## src/rtl/dual_port_ram_arbiter.sv

```systemverilog
// rtl/dual_port_ram_arbiter.sv - four-requester round-robin arbiter over a shared dual-port RAM
module dual_port_ram_arbiter #(
   parameter int DATA_WIDTH = 32,
   parameter int ADDR_WIDTH = 5
) (
   input  logic                    clk,
   input  logic                    rst,
   input  logic [3:0]              req,
   input  logic [3:0]              we,
   input  logic [4*ADDR_WIDTH-1:0] addr,
   input  logic [4*DATA_WIDTH-1:0] wdata,
   output logic [3:0]              gnt,
   output logic [3:0]              rvalid,
   output logic [4*DATA_WIDTH-1:0] rdata,
   output logic                    ram_en_0,
   output logic                    ram_en_1,
   output logic                    ram_we_0,
   output logic                    ram_we_1,
   output logic [ADDR_WIDTH-1:0]   ram_addr_0,
   output logic [ADDR_WIDTH-1:0]   ram_addr_1,
   output logic [DATA_WIDTH-1:0]   ram_din_0,
   output logic [DATA_WIDTH-1:0]   ram_din_1,
   input  logic [DATA_WIDTH-1:0]   ram_dout_0,
   input  logic [DATA_WIDTH-1:0]   ram_dout_1,
   output logic [7:0]              conflict_cnt
);

   logic [1:0]            ptr, ptr_next, sel0, sel1, idx;
   logic                  found0, found1, conflict, grant0, grant1;
   logic [ADDR_WIDTH-1:0] addr0, addr1;
   logic [DATA_WIDTH-1:0] data0, data1;
   logic                  tag_v0, tag_v1;
   logic [1:0]            tag_o0, tag_o1;
   logic [3:0]            ret;

   // First two requesters in rotating order starting at ptr
   always_comb begin
      found0 = 1'b0;
      found1 = 1'b0;
      sel0   = '0;
      sel1   = '0;
      idx    = '0;
      for (int k = 0; k < 4; k++) begin
         idx = ptr + 2'(k);
         if (req[idx]) begin
            if (!found0) begin
               found0 = 1'b1;
               sel0   = idx;
            end else if (!found1) begin
               found1 = 1'b1;
               sel1   = idx;
            end
         end
      end
   end

   assign addr0 = addr[sel0*ADDR_WIDTH +: ADDR_WIDTH];
   assign addr1 = addr[sel1*ADDR_WIDTH +: ADDR_WIDTH];
   assign data0 = wdata[sel0*DATA_WIDTH +: DATA_WIDTH];
   assign data1 = wdata[sel1*DATA_WIDTH +: DATA_WIDTH];

   // Same-address write pair: defer the second so the write order stays deterministic
   assign conflict = found0 && found1 && we[sel0] && we[sel1] && (addr0 == addr1);
   assign grant0   = found0 && !rst;
   assign grant1   = found1 && !conflict && !rst;

   always_comb begin
      gnt = '0;
      if (grant0) gnt[sel0] = 1'b1;
      if (grant1) gnt[sel1] = 1'b1;
   end

   assign ram_en_0   = grant0;
   assign ram_we_0   = grant0 && we[sel0];
   assign ram_addr_0 = grant0 ? addr0 : '0;
   assign ram_din_0  = grant0 ? data0 : '0;
   assign ram_en_1   = grant1;
   assign ram_we_1   = grant1 && we[sel1];
   assign ram_addr_1 = grant1 ? addr1 : '0;
   assign ram_din_1  = grant1 ? data1 : '0;

   always_comb begin
      if (grant1)      ptr_next = sel1 + 2'd1;
      else if (grant0) ptr_next = sel0 + 2'd1;
      else             ptr_next = ptr;
   end

   always_comb begin
      ret = '0;
      if (tag_v0) ret[tag_o0] = 1'b1;
      if (tag_v1) ret[tag_o1] = 1'b1;
   end

   always_ff @(posedge clk or posedge rst) begin
      if (rst) begin
         ptr          <= '0;
         tag_v0       <= 1'b0;
         tag_v1       <= 1'b0;
         tag_o0       <= '0;
         tag_o1       <= '0;
         rvalid       <= '0;
         rdata        <= '0;
         conflict_cnt <= '0;
      end else begin
         ptr    <= ptr_next;
         tag_v0 <= grant0 && !we[sel0];
         tag_o0 <= sel0;
         tag_v1 <= grant1 && !we[sel1];
         tag_o1 <= sel1;
         rvalid <= ret;
         if (tag_v0) rdata[tag_o0*DATA_WIDTH +: DATA_WIDTH] <= ram_dout_0;
         if (tag_v1) rdata[tag_o1*DATA_WIDTH +: DATA_WIDTH] <= ram_dout_1;
         if (conflict && conflict_cnt != 8'hFF) conflict_cnt <= conflict_cnt + 8'd1;
      end
   end

endmodule

```

## config.mk

```make
export PLATFORM = sky130hd
export DESIGN_NAME = dual_port_ram_arbiter
export DESIGN_NICKNAME = d
export VERILOG_FILES = /design/src/rtl/dual_port_ram_arbiter.sv
export SDC_FILE = /design/constraint.sdc
export NUM_CORES = 1
export LEC_CHECK = 0
export CORE_AREA = 3 3 173 175
export DETAILED_ROUTE_END_ITERATION = 8
export DIE_AREA = 0 0 176 178
export PLACE_DENSITY_LB_ADDON = 0.2
export SKIP_CTS_REPAIR_TIMING = 1
export SYNTH_ARGS = -nofsm -noshare
export SYNTH_HDL_FRONTEND = slang
export SYNTH_SLANG_ARGS = --single-unit
export TNS_END_PERCENT = 100
```

## constraint.sdc

```tcl
create_clock -name clk -period 6.65 [get_ports clk]
set_clock_uncertainty 0.1 [all_clocks]
set_input_delay 0.665 -clock clk [delete_from_list [all_inputs] [get_ports clk]]
set_output_delay 0.665 -clock clk [all_outputs]
set_load 0.02 [all_outputs]
```

=== Word-level counts from Yosys, hierarchy flattened ===
Index checks and enable logic that the tools add are counted.

* Register bits: 148
* Output and inout port bits: 222
* Logic and storage cells: 122

* Add/sub/neg operators: 8
* Multiply operators: 2
* Order comparisons: 12
* Eq/ne operators: 2
* Shift-type cells: 8
* Mux-type cells: 59
* Bitwise logic cells: 2
* Reductions and logical operators: 21

{| class="wikitable"
|+ Operator list
! cell !! number
|-
| bitwise mux 128 bit || 2
|-
| two-way mux 128 bit || 2
|-
| variable shift 32 x 34 -> 128 bit (first input constant) || 2
|-
| indexed part select 128 x 8 -> 32 bit || 2
|-
| indexed part select 32 x 34 -> 128 bit || 2
|-
| negation 7 -> 34 bit || 2
|-
| two-way mux 32 bit || 2
|-
| indexed part select 20 x 6 -> 5 bit || 2
|-
| two-way mux 2 bit || 17
|-
| less-than comparator 2 x 3 -> 1 bit (second input constant) || 8
|-
| two-way mux 1 bit || 20
|-
| logical AND 1 bit || 16
|-
| two-way mux 4 bit || 4
|-
| binary-select mux 1 bit (select 2 bit) || 6
|-
| multiplier 2 x 3 -> 5 bit (second input constant) || 2
|-
| two-way mux 5 bit || 2
|-
| adder 8 x 1 -> 8 bit (second input constant) || 1
|-
| demux 1 bit (select 2 bit) || 4
|-
| greater-or-equal comparator 2 x 1 -> 1 bit (second input constant) || 4
|-
| inequality test 8 bit (second input constant) || 1
|-
| OR 4 bit || 2
|-
| adder 2 x 1 -> 2 bit (second input constant) || 3
|-
| equality test 5 bit || 1
|-
| adder 2 bit (second input constant) || 2
|-
| other kinds (2) || 5
|}

=== Longest topological paths before layout ===
* Word-level depth: 19
* Gate-level depth with buffers: 17

=== Worst setup path before layout ===
OpenSTA, ideal clock, no wires.

* Path kind: input-to-output
* Start: in rst
* End: out gnt[3]
* Arrival time: 5.574 ns
* Data required time: 5.885 ns
* Path slack: 0.311 ns
* Stages on the path: 6
* Path buffers: 1
* Cell sequence: inv_1 > o21ai_0 > inv_1 > clkbuf_1 > nand2_1 > o22ai_1

* Longest elaborated chain between the ends: 5
* Elaborated cells on any way between the ends: 6
* Classes of those cells: 2 x mux; 1 x bitwise; 3 x reduce/logical

{| class="wikitable"
|+ RTL lines
! element !! line !! source
|-
| start: declaration || 7 || <nowiki>input logic rst,</nowiki>
|-
| zero test 1 bit (no source line) * || - ||
|-
| logical AND 1 bit || 64 || <nowiki>assign grant0 = found0 && !rst;</nowiki>
|-
| two-way mux 4 bit || 69 || <nowiki>if (grant0) gnt[sel0] = 1'b1;</nowiki>
|-
| OR 4 bit (no source line) || - ||
|-
| two-way mux 4 bit * || 70 || <nowiki>if (grant1) gnt[sel1] = 1'b1;</nowiki>
|-
| end: declaration || 12 || <nowiki>output logic [3:0] gnt,</nowiki>
|}

Mark *: on every way between the ends. The rest lies on a longest branch, timed or not.

=== Worst setup path in the final report ===
* Start: in req[0]
* End: out ram_addr_1[2]

* Longest elaborated chain between the ends: 19
* Elaborated cells on any way between the ends: 50
* Classes of those cells: 2 x mul; 1 x eq/ne; 2 x shift; 38 x mux; 7 x reduce/logical

{| class="wikitable"
|+ RTL lines
! element !! line !! source
|-
| start: declaration || 8 || <nowiki>input logic [3:0] req,</nowiki>
|-
| binary-select mux 1 bit (select 2 bit) || 45 || <nowiki>if (req[idx]) begin</nowiki>
|-
| two-way mux 1 bit (implied by the code) || 45 ||
|-
| two-way mux 1 bit || 45 ||
|-
| two-way mux 2 bit / two-way mux 1 bit (equally long branches) || 46 || <nowiki>if (!found0) begin</nowiki>
|-
| two-way mux 2 bit / two-way mux 1 bit (equally long branches) || 45 ||
|-
| two-way mux 2 bit || 49 || <nowiki>end else if (!found1) begin</nowiki>
|-
| two-way mux 2 bit || 46 ||
|-
| two-way mux 2 bit || 45 ||
|-
| [2 not listed] || - ||
|-
| two-way mux 2 bit || 45 ||
|-
| multiplier 2 x 3 -> 5 bit / binary-select mux 1 bit (select 2 bit) (equally long branches) || 58, 63 ||
|-
| indexed part select 20 x 6 -> 5 bit / two-way mux 1 bit (equally long branches) || 58, 63 ||
|-
| equality test 5 bit / logical AND 1 bit (equally long branches) || 63 || <nowiki>assign conflict = found0 && found1 && we[sel0] && we[sel1] && (addr0 == addr1);</nowiki>
|-
| logical AND 1 bit || 63 ||
|-
| zero test 1 bit || 65 || <nowiki>assign grant1 = found1 && !conflict && !rst;</nowiki>
|-
| logical AND 1 bit (2 in a row) || 65 ||
|-
| two-way mux 5 bit * || 79 || <nowiki>assign ram_addr_1 = grant1 ? addr1 : '0;</nowiki>
|-
| end: declaration || 20 || <nowiki>output logic [ADDR_WIDTH-1:0] ram_addr_1,</nowiki>
|}

Mark *: on every way between the ends. The rest lies on a longest branch, timed or not. The select of a mux whose other input is x is not followed.

==> results.sh <==
export IMPL_dp_hpwl_um=28300
export IMPL_ys_seq_area_share_pct=38.2
export IMPL_hp_class="reg2reg"
export IMPL_crit_arrival_ns=5.38
export IMPL_r2r_cells=12
export IMPL_post_synth_fa_ha_maj_area_fraction_pct=2.29
export IMPL_min_to="conflict_cnt[7]"
export IMPL_ys_ff_latch=148
export IMPL_synth_top_family_by_area="compound AO/OA/AOI/OAI gates"
export IMPL_p_switching_mw=2.51
export IMPL_p_int_mw=3.44
export IMPL_synthToLayoutAreaGrowth_pct=56.1
export IMPL_cts_buffers_inserted=17
export IMPL_crit_chain="clkdlybuf4s50_1 -> o211ai_1 -> o21ai_0 -> ha_1 -> a221o_1 -> a222oi_1 -> buf_12 -> mux4_2 -> xnor2_1 -> nand4_4 -> o31ai_4 -> inv_2 -> and2_1 -> clkdlybuf4s50_1"
export IMPL_core_um2=28600
export IMPL_vias=9878
export IMPL_slowest_delay_ns=0.75
export IMPL_clock_path_buffers=2
export IMPL_r2r_start="ptr[1]"
export IMPL_cts_tree="done"
export IMPL_rows=62
export IMPL_overflow=0
export IMPL_slew_headroom_pct=23.1
export IMPL_r2r_end="ptr[1]"
export IMPL_combPwrFrac_pct=60.8
export IMPL_gp_congestion=0.874
export IMPL_initial_utilization_pct=33.8
export IMPL_grt_first_pass_wirelength_um=59900
export IMPL_hp_start="conflict_cnt[7]"
export IMPL_seqPwrFrac_pct=22.9
export IMPL_synth_compound_area_share_pct=20.1
export IMPL_grt_max_degree=79
export IMPL_holdPathStages=1
export IMPL_switching_share_pct=42.2
export IMPL_cts_root_buf="clkbuf_16"
export IMPL_syn_avg_cell_area_um2=10.0
export IMPL_crit_top_cell="clkdlybuf4s50_1"
export IMPL_critPathLaunchType="primary input"
export IMPL_cp_slowest_cell="clkdlybuf4s50_1"
export IMPL_vdd_drop_max_v=0.000230
export IMPL_die_h_um=178
export IMPL_critPathKind="in2out"
export IMPL_diodes=0
export IMPL_outcome="completed"
export IMPL_synth_simple_gate_area_share_pct=15.0
export IMPL_grt_setup_unrepaired="no"
export IMPL_yosysWarnings=0
export IMPL_die_x_um=176
export IMPL_fin_crit_sh_pct=92.3
export IMPL_clock_sinks=148
export IMPL_power_share_clock_pct=16.4
export IMPL_synth_cells=965
export IMPL_tns_ns=0
export IMPL_htree_levels=4
export IMPL_crit_path_max_fanout=41
export IMPL_layout_common_cells="clkdlybuf4s50_1 (443), nand2_1 (148), dfrtp_1 (148), o21ai_0 (136), a22oi_1 (128)"
export IMPL_ios=444
export IMPL_crit_cells=14
export IMPL_dr_pass1_iters=5
export IMPL_drive_gt1_share_pct=11.0
export IMPL_die_area_um2=31300
export IMPL_total_power_mw=5.95
export IMPL_final_hold_violation_count=0
export IMPL_port_buffers=443
export IMPL_drt_iter0_markers=758
export IMPL_end_kind="output pin"
export IMPL_async_reset_ff_share_pct=100
export IMPL_slew_viol_final=0
export IMPL_wirelength_um=40300
export IMPL_wl_per_cell_um=22.8
export IMPL_fmax_ghz=0.163
export IMPL_antenna_found_initial=1
export IMPL_synth_edf_count=0
export IMPL_fin_nets=1611
export IMPL_cts_clk_slew_worst_paths_ns=0.07
export IMPL_synth_cell_type_count=62
export IMPL_clock_latency_ns=0.42
export IMPL_setup_viol=0
export IMPL_synth_mux_area_share_pct=18.6
export IMPL_drtAntennaViolNets=0
export IMPL_rrSetupSlack_ns=2.13
export IMPL_synthesis_nets=1203
export IMPL_cap_violations=0
export IMPL_track_usage_pct=24.8
export IMPL_syn_area_um2=9690
export IMPL_dominantRegCellSynth="dfrtp_1"
export IMPL_crit_family="buffers and inverters"
export IMPL_synth_xor_area_share_pct=1.43
export IMPL_grt_pass1_vias=9934
export IMPL_cp_num_buf_inv=4
export IMPL_drc=0
export IMPL_cp_required_ns=5.88
export IMPL_leakagePower_nw=5.85
export IMPL_final_common_cell="clkdlybuf4s50_1"
export IMPL_tightest_slew_ns=1.15
export IMPL_fin_crit_ns=6.14
export IMPL_viasPerCell=5.58
export IMPL_power_density_nw_per_um2=393
[stage by stage]
stage               hold slack, ns  instance area (µm²)  util (%)  cells  setup slack [ns]
floorplan                    0.431                 9690         -    965             0.311
global placement             0.382                14500      50.8   1738             0.603
detailed placement           0.390                14500      50.8   1738             0.540
CTS                          0.408                15100      52.8   1770             0.543
global route                 0.429                15100      52.8   1770             0.165
finish                       0.404                15100      52.8   1770             0.509
[synth_stat cells, drive strengths merged (4+ instances only)]
| cell type | count | area (µm²) |
|---|---|---|
| mux4 | 66 | 1490 |
| inv | 14 | 52.6 |
| dfrtp | 148 | 3700 |
| ha | 16 | 200 |
| a21oi | 7 | 35.0 |
| xor2 | 8 | 77.6 |
| nand4 | 7 | 58.8 |
| o21ai | 137 | 686 |
| nand2 | 149 | 562 |
| nor4 | 8 | 56.3 |
| and3 | 4 | 25.0 |
| nor2 | 9 | 33.8 |
| and2 | 81 | 507 |
| a22oi | 128 | 961 |
| xnor2 | 7 | 61.3 |
| nand2b | 7 | 43.8 |
| nor4b | 4 | 35.0 |
| buf | 25 | 139 |
| clkbuf | 63 | 236 |
| o22ai | 5 | 31.3 |
| mux2i | 29 | 290 |
[layout make-up]
type	instances	area, µm²
Fill cell	2532	13500
Multi-Input combinational cell	715	5590
Timing Repair Buffer	477	4700
Sequential cell	148	3700
Tap cell	384	480
Clock buffer	17	425
Clock inverter	15	164
Inverter	14	57.6
[how the worst max path moves through the flow]
stage,from,slack [ns],endpoint
finish,req[0],0.51,ram_addr_1[2]
global route,req[0],0.16,ram_addr_1[2]
CTS,req[0],0.54,ram_addr_1[2]
detailed placement,req[0],0.54,ram_addr_1[4]
global placement,req[0],0.60,ram_addr_1[4]
floorplan,rst,0.31,gnt[3]
[per-layer routing]
metal	track usage [%]	vias to the layer above	wire [µm]
met2	40.6	467	19500
met5	0	-	18
met1	33.3	4937	16800
met3	6.26	60	3200
li1	-	4412	-
met4	6.00	2	779
[state kept, by name (all words and copies together) (netlist names)]
name          flops
conflict_cnt      8
ptr               2
rdata           128
rvalid            4
tag_o0            2
tag_o1            2
tag_v0            1
tag_v1            1
[logic make-up (layout without fill, tap and decap cells)]
logic type,after synthesis,after routing
compound gates,298,298
mux,97,97
simple gates,287,287
flops,148,148
xor+xnor,15,15
fa+ha+maj,18,18
buf+inv,102,523
[power groups by stage]
stage / combinational (mW) / sequential (mW) / clock (mW)
floorplan: 1.87 / 1.61 / 0
global placement: 3.61 / 1.37 / 0
detailed placement: 3.62 / 1.38 / 0
CTS: 3.64 / 1.36 / 0.998
global route: 3.86 / 1.39 / 1.03
finish: 3.61 / 1.36 / 0.973
Note: power is estimated with default switching activity, not from simulation.
